### src/rtl/mem_access_ctrl.sv
// MEM-stage data-bus access controller: issues one held-valid bus
// transaction per load/store, stalls until data_ok, extends load data.
package dbus_pkg;
    localparam logic [1:0] MSIZE1 = 2'd0;
    localparam logic [1:0] MSIZE2 = 2'd1;
    localparam logic [1:0] MSIZE4 = 2'd2;

    typedef struct packed {
        logic        valid;
        logic [31:0] addr;
        logic [1:0]  size;
        logic [3:0]  strobe;
        logic [31:0] data;
    } dbus_req_t;

    typedef struct packed {
        logic        addr_ok;
        logic        data_ok;
        logic [31:0] data;
    } dbus_resp_t;
endpackage

module mem_access_ctrl
    import dbus_pkg::*;
(
    input  logic        clk,
    input  logic        reset,
    input  logic        mem_read,
    input  logic        mem_write,
    input  logic [1:0]  access_size,
    input  logic        load_signed,
    input  logic [31:0] addr,
    input  logic [31:0] wdata,
    input  logic        advance,
    input  dbus_resp_t  resp,
    output dbus_req_t   req,
    output logic        stall,
    output logic [31:0] rdata,
    output logic        addr_err
);

    localparam logic [1:0] IDLE = 2'd0;
    localparam logic [1:0] REQ  = 2'd1;
    localparam logic [1:0] WAIT = 2'd2;
    localparam logic [1:0] DONE = 2'd3;

    logic [1:0]  state_q, state_d;
    logic [31:0] addr_q, addr_d;
    logic [1:0]  size_q, size_d;
    logic [3:0]  strb_q, strb_d;
    logic [31:0] wd_q, wd_d;
    logic        sgn_q, sgn_d;
    logic        load_q, load_d;
    logic [31:0] data_q, data_d;

    logic [1:0]  size_n;
    logic        access;
    logic        misaligned;
    logic        issue;
    logic [3:0]  strb_in;
    logic [31:0] wd_in;
    logic [31:0] sh;

    function automatic logic [1:0] enc_size(input logic [1:0] s);
        case (s)
            2'd0:    enc_size = MSIZE1;
            2'd1:    enc_size = MSIZE2;
            default: enc_size = MSIZE4;
        endcase
    endfunction

    // size 3 is folded into word so every later decision sees 0/1/2 only
    assign size_n = (access_size == 2'd3) ? 2'd2 : access_size;
    assign access = mem_read | mem_write;
    assign misaligned = ((size_n == 2'd1) && addr[0]) ||
                        ((size_n == 2'd2) && (addr[1:0] != 2'b00));
    assign addr_err = access & misaligned;
    assign issue = (state_q == IDLE) && access && !misaligned;

    always_comb begin
        strb_in = 4'b0000;
        wd_in   = wdata;
        case (size_n)
            2'd0: begin
                wd_in = {4{wdata[7:0]}};
                if (mem_write) strb_in = 4'b0001 << addr[1:0];
            end
            2'd1: begin
                wd_in = {2{wdata[15:0]}};
                if (mem_write) strb_in = 4'b0011 << addr[1:0];
            end
            default: begin
                wd_in = wdata;
                if (mem_write) strb_in = 4'b1111;
            end
        endcase
    end

    always_comb begin
        req.valid  = 1'b0;
        req.addr   = addr_q;
        req.size   = enc_size(size_q);
        req.strobe = strb_q;
        req.data   = wd_q;
        if (issue) begin
            req.valid  = 1'b1;
            req.addr   = addr;
            req.size   = enc_size(size_n);
            req.strobe = strb_in;
            req.data   = wd_in;
        end else if (state_q == REQ) begin
            req.valid = 1'b1;
        end
    end

    assign stall = issue || (state_q == REQ) || (state_q == WAIT);

    always_comb begin
        state_d = state_q;
        addr_d  = addr_q;
        size_d  = size_q;
        strb_d  = strb_q;
        wd_d    = wd_q;
        sgn_d   = sgn_q;
        load_d  = load_q;
        data_d  = data_q;
        case (state_q)
            IDLE: begin
                if (issue) begin
                    addr_d = addr;
                    size_d = size_n;
                    strb_d = strb_in;
                    wd_d   = wd_in;
                    sgn_d  = load_signed;
                    load_d = mem_read;
                    if (resp.addr_ok && resp.data_ok) begin
                        state_d = DONE;
                        data_d  = resp.data;
                    end else if (resp.addr_ok) begin
                        state_d = WAIT;
                    end else begin
                        state_d = REQ;
                    end
                end
            end
            REQ: begin
                if (resp.addr_ok && resp.data_ok) begin
                    state_d = DONE;
                    data_d  = resp.data;
                end else if (resp.addr_ok) begin
                    state_d = WAIT;
                end
            end
            WAIT: begin
                if (resp.data_ok) begin
                    state_d = DONE;
                    data_d  = resp.data;
                end
            end
            default: begin
                if (advance) state_d = IDLE;
            end
        endcase
    end

    always_ff @(posedge clk) begin
        if (reset) begin
            state_q <= IDLE;
            addr_q  <= '0;
            size_q  <= '0;
            strb_q  <= '0;
            wd_q    <= '0;
            sgn_q   <= 1'b0;
            load_q  <= 1'b0;
            data_q  <= '0;
        end else begin
            state_q <= state_d;
            addr_q  <= addr_d;
            size_q  <= size_d;
            strb_q  <= strb_d;
            wd_q    <= wd_d;
            sgn_q   <= sgn_d;
            load_q  <= load_d;
            data_q  <= data_d;
        end
    end

    // load data comes only from the captured register, never live resp
    assign sh = data_q >> {addr_q[1:0], 3'b000};

    always_comb begin
        rdata = '0;
        if ((state_q == DONE) && load_q) begin
            case (size_q)
                2'd0:    rdata = {{24{sgn_q & sh[7]}}, sh[7:0]};
                2'd1:    rdata = {{16{sgn_q & sh[15]}}, sh[15:0]};
                default: rdata = data_q;
            endcase
        end
    end

endmodule

### config.mk
export PLATFORM = sky130hd
export DESIGN_NAME = mem_access_ctrl
export DESIGN_NICKNAME = d
export VERILOG_FILES = /design/src/rtl/mem_access_ctrl.sv
export SDC_FILE = /design/constraint.sdc
export NUM_CORES = 1
export LEC_CHECK = 0
export BUFFER_PORTS_ARGS = -buffer_cell sky130_fd_sc_hd__buf_2
export CAP_MARGIN = 20
export CELL_PAD_IN_SITES_DETAIL_PLACEMENT = 0
export CELL_PAD_IN_SITES_GLOBAL_PLACEMENT = 1
export CORE_MARGIN = 2
export CORE_UTILIZATION = 33
export CTS_BUF_LIST = sky130_fd_sc_hd__clkbuf_2 sky130_fd_sc_hd__clkbuf_4 sky130_fd_sc_hd__clkbuf_8
export DETAILED_ROUTE_END_ITERATION = 16
export PLACE_DENSITY_LB_ADDON = 0.1
export SYNTH_ARGS = -nofsm -noshare
export SYNTH_HDL_FRONTEND = slang
export SYNTH_SLANG_ARGS = --single-unit
export TNS_END_PERCENT = 1
### constraint.sdc
create_clock -name clk -period 1.85 [get_ports clk]
set_input_delay 0.37 -clock clk [delete_from_list [all_inputs] [get_ports clk]]
set_output_delay 0.37 -clock clk [all_outputs]
set_load 0.05 [all_outputs]
==> flow_summary.json <==
{
  "status": "finished with violations",
  "violations": "setup timing",
  "grt_usage_pct": 19.8,
  "cts.clk_slew.worst_paths_ps": 120,
  "drtIter0Drc": 220,
  "pin_count": 211,
  "fin_crit_sh_pct": 140,
  "fmax_ghz": 0.387,
  "finalHoldViolCount": 0,
  "post_cts_buffers": 0,
  "finalSetupViolCount": 104,
  "io_buffers": 210,
  "rsz0062_at_grt": "true",
  "ir_drop_v": 0.000701,
  "start_kind": "flop",
  "drive_gt1_share_pct": 48.4,
  "fillers": 1600,
  "met1_usage_pct": 26.2,
  "grtUsageMet3_pct": 5.10,
  "path_class": "flop to output port",
  "min_period_ps": 2580,
  "critPathMaxStageDelay_ps": 490,
  "start_util_pct": 33.7,
  "nets": 1012,
  "hold_ws_ps": 203,
  "crit_required_ps": 1480,
  "synth_cells": 635,
  "setup_slack_ps": -733,
  "top_usage_layer": "met2",
  "yosysWarnings": 0,
  "synth_edf_count": 0,
  "regToRegEndpoint": "state_q[0]$_SDFFE_PP0P_",
  "cts_root_buf": "clkbuf_8",
  "max-slew-margin-rel_pct": 74.3,
  "reg2reg_from": "state_q[0]$_SDFFE_PP0P_",
  "slew_viol_final": 0,
  "cts_sinks": 106,
  "viasPerCell": 4.86,
  "drc": 0,
  "gr-usage-met2_pct": 31.7,
  "critPathMaxFanout": 8,
  "synth_area_um2": 5570,
  "reg2reg_slack_ps": 0,
  "dp_hpwl_um": 13400,
  "path_buf_inv": 2,
  "p_clk_share_pct": 13.5,
  "grt-ovfl-total": 0,
  "placement_rows": 47,
  "p_seq_share_pct": 25.6,
  "cp-end-kind": "output port",
  "tightest_slew_ps": 375,
  "clock_latency_ps": 390,
  "p_sw_mw": 5.24,
  "ys.flop_type": "dfxtp_1",
  "min_path_type": "input pin to flop",
  "first_pass_iters": 4,
  "grt_max_degree": 72,
  "syn_avg_cell_area_um2": 8.77,
  "total_power_mw": 11.5,
  "htreeDepth": 3,
  "crit_path_top_delay_cell": "or4b_4",
  "leakagePower_nw": 4.06,
  "swShare_pct": 45.4,
  "area_delta_synth_final_pct": 54.7,
  "die_area_um2": 17900,
  "die_w_um": 134,
  "drt_wl_total_um": 18000,
  "intPower_mw": 6.29,
  "yosysUniqueCellTypes": 42,
  "ys_ff_latch": 106,
  "clk_path_buf_depth": 2,
  "critical_path_arrival_ps": 2210,
  "crit_path_cell_trace": "mux2i_2 > mux2_4 > or4b_4 > buf_12 > a21oi_4 > buf_6",
  "combPwrFrac_pct": 60.8,
  "grt_pass1_wl_um": 28300,
  "max_cap_violations": 0,
  "antenna_found_initial": 2,
  "numCtsBuffers": 9,
  "final_antenna_net_count": 0,
  "core_area_um2": 16500,
  "synth-seq-area-share_pct": 38.1,
  "cts_tree": "done",
  "worst_path_dominant_cell_family": "simple AND/OR/NAND/NOR gates",
  "gp_congestion": 0.886,
  "reg2reg_depth": 8,
  "synth_fp_nets": 750,
  "ys_async_sr_fraction_pct": 0,
  "clock_skew_ps": 12.6,
  "grt_pass1_vias": 5428,
  "crit_cells": 6,
  "post_drt_wl_per_cell_um": 16.0,
  "power.density_nw_per_um2": 1340,
  "vias": 5465,
  "endpoint": "rdata[10]",
  "dieHeight_um": 134,
  "cp-startpoint": "addr_q[1]$_SDFFE_PP0P_",
  "ctsHoldBuffers": 0
}
[worst reg2reg max path: stages (launching register included)]
cell	delay (ps)
dfxtp_2	390
inv_2	60
buf_4	130
ha_1	200
buf_4	140
nand2b_1	90
o2111ai_1	140
or4_1	490
a21oi_1	160
[flip-flops by register name, summed over array words and instances (netlist names)]
register and cells:
wd_q 32, sgn_q 1, load_q 1, addr_q 32, size_q 2, state_q 2
data_q 32, strb_q 4
[cells in the final DEF (no fill, tap or decap), types with 17 or more instances in the layout]
| cell type | netlist | layout |
|---|---|---|
| buf_6 | 3 | 57 |
| and2_1 | 43 | 42 |
| nand2_1 | 114 | 101 |
| dfxtp_1 | 106 | 102 |
| a21oi_4 | 0 | 17 |
| nor2_1 | 21 | 19 |
| a21oi_1 | 57 | 40 |
| buf_2 | 15 | 126 |
| mux2i_1 | 58 | 57 |
| mux2_4 | 1 | 32 |
| buf_4 | 1 | 94 |
[cell type report]
cell class,count,area (um^2),area share (%)
Antenna cell,2,5.00,0.0581
Clock inverter,7,88.8,1.03
Timing Repair Buffer,303,2370,27.5
Sequential cell,106,2130,24.7
Clock buffer,9,124,1.44
Multi-Input combinational cell,470,3600,41.8
Tap cell,220,275,3.20
Inverter,7,26.3,0.305
[power groups by stage]
stage	clock [mW]	combinational [mW]	sequential [mW]
after floorplan	0	4.27	2.90
after global placement	0	5.90	2.96
after detailed placement	0	5.98	2.98
after CTS	1.62	7.01	2.95
after global routing	1.72	7.39	3.00
final	1.56	7.01	2.95
[routing by layer]
layer  part of all wire [%]  up-vias
met5                      0        -
met2                     47      160
met4                    1.4        0
met1                     46     2570
li1                       -     2720
met3                    6.0       15
[how the worst min path moves through the flow]
stage,from,to,slack (ps),cells past startpoint
finish,resp[28],data_q[28]$_SDFFE_PP0P_,200,3
global route,resp[12],data_q[12]$_SDFFE_PP0P_,200,3
CTS,resp[28],data_q[28]$_SDFFE_PP0P_,190,3
detailed placement,data_q[4]$_SDFFE_PP0P_,data_q[4]$_SDFFE_PP0P_,450,2
global placement,data_q[0]$_SDFFE_PP0P_,data_q[0]$_SDFFE_PP0P_,450,2
floorplan,data_q[6]$_SDFFE_PP0P_,data_q[6]$_SDFFE_PP0P_,430,2
[Yosys cell counts (all sizes together), types with 2 or more instances]
master   number  share of area (%)
o21a          8                1.1
ha            9                2.0
nor2         21                1.4
o2111ai       2               0.31
a21o         25                3.4
nand2       114                7.7
buf          21                2.2
mux2         43                8.8
o221a         7                1.4
or2           9                1.0
nor2b         3               0.34
a211oi        8                1.1
or3           2               0.22
o211ai       13                1.8
o21ai        12                1.1
and2         43                4.8
a21oi        57                5.1
clkinv        2               0.13
nand3b        4               0.76
o211a         9                1.6
nand3         9               0.81
dfxtp       106                 38
clkbuf       31                2.1
nand2b        4               0.45
inv           5               0.34
mux2i        58                 10
[kinds of logic (layout without fill, tap and decap cells)]
kind of cell	after synthesis	in the layout	share of synthesized area, %
AND/OR/NAND/NOR	215	215	18.4
buffers and inverters	59	326	4.79
other	0	2	0
AO/OA/AOI/OAI	145	145	17.5
multiplexers	101	101	19.2
adder cells (fa/ha/maj)	9	9	2.02
flip-flops	106	106	38.1
[what timing repair did]
item,4_1_cts,5_1_grt
gates resized for setup,222,13
pin swaps,12,3
endpoints found under the setup margin,141,123
endpoints found under the hold margin,0,0
[per-stage QoR]
step | worst slack (ps) | util, % | TNS, ps | cell area (um^2) | std cells
after floorplan | -353 | - | -40240 | 5830 | 635
after global placement | -496 | 46.6 | -45250 | 7710 | 1106
after detailed placement | -535 | 46.6 | -53390 | 7710 | 1106
after CTS | -752 | 51.9 | -57270 | 8580 | 1122
after global routing | -810 | 52.1 | -62160 | 8610 | 1124
final | -733 | 52.1 | -53200 | 8610 | 1124
(Power assumes the default switching activity.)
